$ cat src/rtl/decoder_strobe.sv
// Registered binary-to-one-hot strobe decoder with valid/ready handshake and timed idle gap.
// Optional macro DECODER_STROBE_ERR_EN: out-of-range requests are dropped and flagged on a sticky ERR.
module decoder_strobe #(
  parameter int N    = 2,
  parameter int OUTS = 4,
  parameter int HOLD = 4,
  parameter int GAP  = 1
) (
  input  logic            CLK,
  input  logic            RESET,
  input  logic [N-1:0]    I,
  input  logic            VALID,
  output logic            READY,
  output logic [OUTS-1:0] O,
  output logic            BUSY,
  output logic            ERR
);

  localparam int CMAX = (HOLD > GAP) ? HOLD : GAP;
  localparam int CW   = $clog2(CMAX + 1);
  localparam logic [CW-1:0] HOLD_LD  = CW'(HOLD - 1);
  localparam logic [CW-1:0] GAP_LD   = CW'((GAP > 0) ? GAP - 1 : 0);
  localparam logic [N:0]    OUTS_LIM = (N + 1)'(OUTS);

  typedef enum logic [1:0] {
    ST_IDLE,
    ST_STROBE,
    ST_GAP
  } state_e;

  state_e          state_q, state_d;
  logic [CW-1:0]   cnt_q, cnt_d;
  logic [OUTS-1:0] o_q, o_d;
  logic [OUTS-1:0] hot;
  logic            take;

  assign READY = (state_q == ST_IDLE) && !RESET;
  assign BUSY  = (state_q != ST_IDLE);
  assign O     = o_q;
  assign take  = VALID && READY;

  // An index at or above OUTS matches no line, so the decode is naturally all zero.
  always_comb begin
    hot = '0;
    for (int k = 0; k < OUTS; k++) begin
      if ({1'b0, I} == (N + 1)'(k)) begin
        hot[k] = 1'b1;
      end
    end
  end

`ifdef DECODER_STROBE_ERR_EN
  logic out_of_range;
  logic err_q, err_d;

  assign out_of_range = ({1'b0, I} >= OUTS_LIM);
  assign err_d        = err_q || (take && out_of_range);
  assign ERR          = err_q;

  always_ff @(posedge CLK) begin
    if (RESET) begin
      err_q <= 1'b0;
    end else begin
      err_q <= err_d;
    end
  end
`else
  assign ERR = 1'b0;
`endif

  always_comb begin
    state_d = state_q;
    cnt_d   = cnt_q;
    o_d     = o_q;
    case (state_q)
      ST_IDLE: begin
        if (take) begin
`ifdef DECODER_STROBE_ERR_EN
          if (!out_of_range) begin
            state_d = ST_STROBE;
            cnt_d   = HOLD_LD;
            o_d     = hot;
          end
`else
          state_d = ST_STROBE;
          cnt_d   = HOLD_LD;
          o_d     = hot;
`endif
        end
      end
      ST_STROBE: begin
        if (cnt_q == '0) begin
          o_d = '0;
          if (GAP > 0) begin
            state_d = ST_GAP;
            cnt_d   = GAP_LD;
          end else begin
            state_d = ST_IDLE;
          end
        end else begin
          cnt_d = cnt_q - 1'b1;
        end
      end
      ST_GAP: begin
        if (cnt_q == '0) begin
          state_d = ST_IDLE;
        end else begin
          cnt_d = cnt_q - 1'b1;
        end
      end
      default: begin
        state_d = ST_IDLE;
        cnt_d   = '0;
        o_d     = '0;
      end
    endcase
  end

  always_ff @(posedge CLK) begin
    if (RESET) begin
      state_q <= ST_IDLE;
      cnt_q   <= '0;
      o_q     <= '0;
    end else begin
      state_q <= state_d;
      cnt_q   <= cnt_d;
      o_q     <= o_d;
    end
  end

endmodule

$ cat config.mk
export PLATFORM = sky130hd
export DESIGN_NAME = decoder_strobe
export DESIGN_NICKNAME = d
export VERILOG_FILES = /design/src/rtl/decoder_strobe.sv
export SDC_FILE = /design/constraint.sdc
export NUM_CORES = 1
export LEC_CHECK = 0
export CORE_AREA = 5 5 42 44
export DETAILED_ROUTE_END_ITERATION = 8
export DIE_AREA = 0 0 47 49
export RECOVER_POWER = 25
export SLEW_MARGIN = 20
export SYNTH_ARGS = -nofsm -noshare
export SYNTH_HDL_FRONTEND = slang
export SYNTH_SLANG_ARGS = --single-unit
$ cat constraint.sdc
create_clock -name CLK -period 4 [get_ports CLK]
set_input_delay 0.8 -clock CLK [delete_from_list [all_inputs] [get_ports CLK]]
set_output_delay 0.8 -clock CLK [all_outputs]
set_load 0.05 [all_outputs]
==> results.yml <==
status:
  status: "finished clean"
synthesis:
  synth.distinct_cells: 28
  ys_ff_latch: 9
  syn-num-nets: 72
  avgSynthCellArea_um2: 7.777
  synth_area_leaders: "dfxtp_1, nor2_1, a21oi_1"
  synth_area_leader_cell: "dfxtp_1"
  yosysSeqAreaShare_pct: 35.64
  asyncSetResetFlopFracSynth_pct: 0
  netlist_top_cells_count: "dfxtp_1, nor2_1, a21oi_1, inv_1, nand2_1"
  post-synth-top-count-cell: "dfxtp_1"
  syn-cell-area_um2: 505.5
  synth_edf_count: 0
  synthCells: 65
  synth_top_area_share_pct: 35.64
  synth_warnings: 0
  synth_ff_type: "dfxtp_1"
global_route:
  grt.busiest_layer: "met2"
  grt_util_all_layers_pct: 10.42
  antenna_found_initial: 0
  grt_max_degree: 14
  grt_pass1_wl_um: 1745
  gr-usage-met3_pct: 5.904
  overflow: 0
  grt_pass1_vias: 420
  met2_usage_pct: 14.71
  grtUsageMet1_pct: 12.72
worst_setup_path:
  startpoint_type: "input port"
  end_kind: "primary output"
  crit_required_ps: 3200
  crit_fanout: 13
  worstPathArrival_ps: 2290
  worst-setup-path-type: "input port to primary output"
cts:
  post_cts_resized: 0
  ctsRootBufferMaster: "clkbuf_4"
  clkTransAtPathRegs_ps: 60
  cts_tree: "built"
  h-tree-depth: 1
  clockBufferDepth: 2
  numCtsBuffers: 3
  postCtsSetupBuffers: 0
  worstSkewPairLatency_ps: 260
  clkSinkCount: 9
  cts_hold_buf: 0
place:
  place_hpwl_um: 801.2
  placedCellCount: 89
  io_buffers: 10
  gp_congestion: 0.7975
detailed_routing:
  ant_nets: 0
  drc: 0
  first_pass_iters: 4
  drt-vias-per-instance: 5.301
  drtIter0Drc: 12
  num_vias: 493
  wire_per_inst_um: 11.72
  totalWireLength_um: 1090
timing:
  fmax_mhz: 323.4
  rsz0062_at_grt: "false"
  fin_crit_ps: 3092
  slew_violations: 0
  fin_setup_tns_ps: 0
  finalCritPeriodShare_pct: 77.30
  setup_violations: 0
  skew_ps: 1.871
  hold_violations: 0
power:
  p_leak_nw: 0.2522
  power_density_nw_per_um2: 495.2
  power.total_uw: 317.8
  vdd_drop_max_mv: 0.2331
final_layout:
  syn_to_final_growth_pct: 26.98
  nNetsFinal: 85
  drive_gt1_share_pct: 7.792
  n_antenna_cell: 0
  instances_no_fill: 93
floorplanning:
  start_util_pct: 36.07
  row_count: 14
  core_area_um2: 1401
  dieHeight_um: 49
  die-width_um: 47
  ioPinCount: 12
  die-area_um2: 2303
worst_hold_path:
  hold_path_class: "flip-flop to flip-flop"
run:
  drv_cap: 0
[logic make-up (layout without fill, tap and decap cells)]
logic type	after synthesis	after routing	synth area share (%)
other cells	1	1	0.7419
simple gates	29	29	30.94
fa+ha+maj	2	2	4.950
buf+inv	8	20	6.930
compound gates	16	16	20.79
flops	9	9	35.64
[registers in the layout, indices dropped and copies added, names as in the netlist]
register,count
O,4
cnt_q,3
state_q,2
[final timing paths]
path	startpoint	endpoint	slack (ps)	depth (start not counted)
worst max-delay path	RESET	READY	910	4
worst min-delay path	O[2]	O[2]	460	2
worst max register to register	cnt_q[0]	O[0]	2330	6
worst min register to register	O[2]	O[2]	460	2
[layer usage]
layer / share of wire (%) / up-vias / wire length, µm
met5: 0 / - / 0
met4: 0.92 / 0 / 10
met3: 8.5 / 2 / 93
met2: 46 / 15 / 498
met1: 45 / 225 / 489
li1: - / 251 / -
[placed cells by master, fill, tap and decap left out, drive strengths merged, types with 2 or more instances in the layout]
master and n:
a21oi 5, clkbuf 4, clkdlybuf4s50 9, dfxtp 9, ha 2, inv 5, nand2 5, nand2b 2
nand3 2, nand3b 2, nor2 8, nor3 3, o21ai 4, o22ai 2, or4 2
[worst max-delay path, cell delays in order]
cell and delay [ps]:
clkdlybuf4s50_1 400, buf_4 180, nor2_1 110, clkdlybuf4s50_1 800
[stage by stage]
stage,setup WS [ps],utilization [%],cell area [µm²],hold WS (ps)
2_1_floorplan,1549,-,505.5,460.2
3_3_place_gp,913.8,44.02,616.8,446.0
3_5_place_dp,901.5,44.02,616.8,452.8
4_1_cts,900.2,45.89,643.1,462.2
5_1_grt,861.3,45.80,641.9,486.6
6_report,908.0,45.80,641.9,458.6
[area by class of cell]
type | instances | area, µm²
Tap cell | 16 | 20.02
Clock buffer | 4 | 26.28
Timing Repair Buffer | 11 | 107.6
Multi-Input combinational cell | 48 | 289.0
Inverter | 5 | 18.77
Fill cell | 149 | 759.5
Sequential cell | 9 | 180.2
[power by group]
group	total (mW)	internal [mW]	switching (mW)
logic	0.129	0.0484	0.0807
registers	0.117	0.102	0.0145
clock network	0.0720	0.0385	0.0335
total	0.318	0.189	0.129
Power figures use the tool's default switching activity.
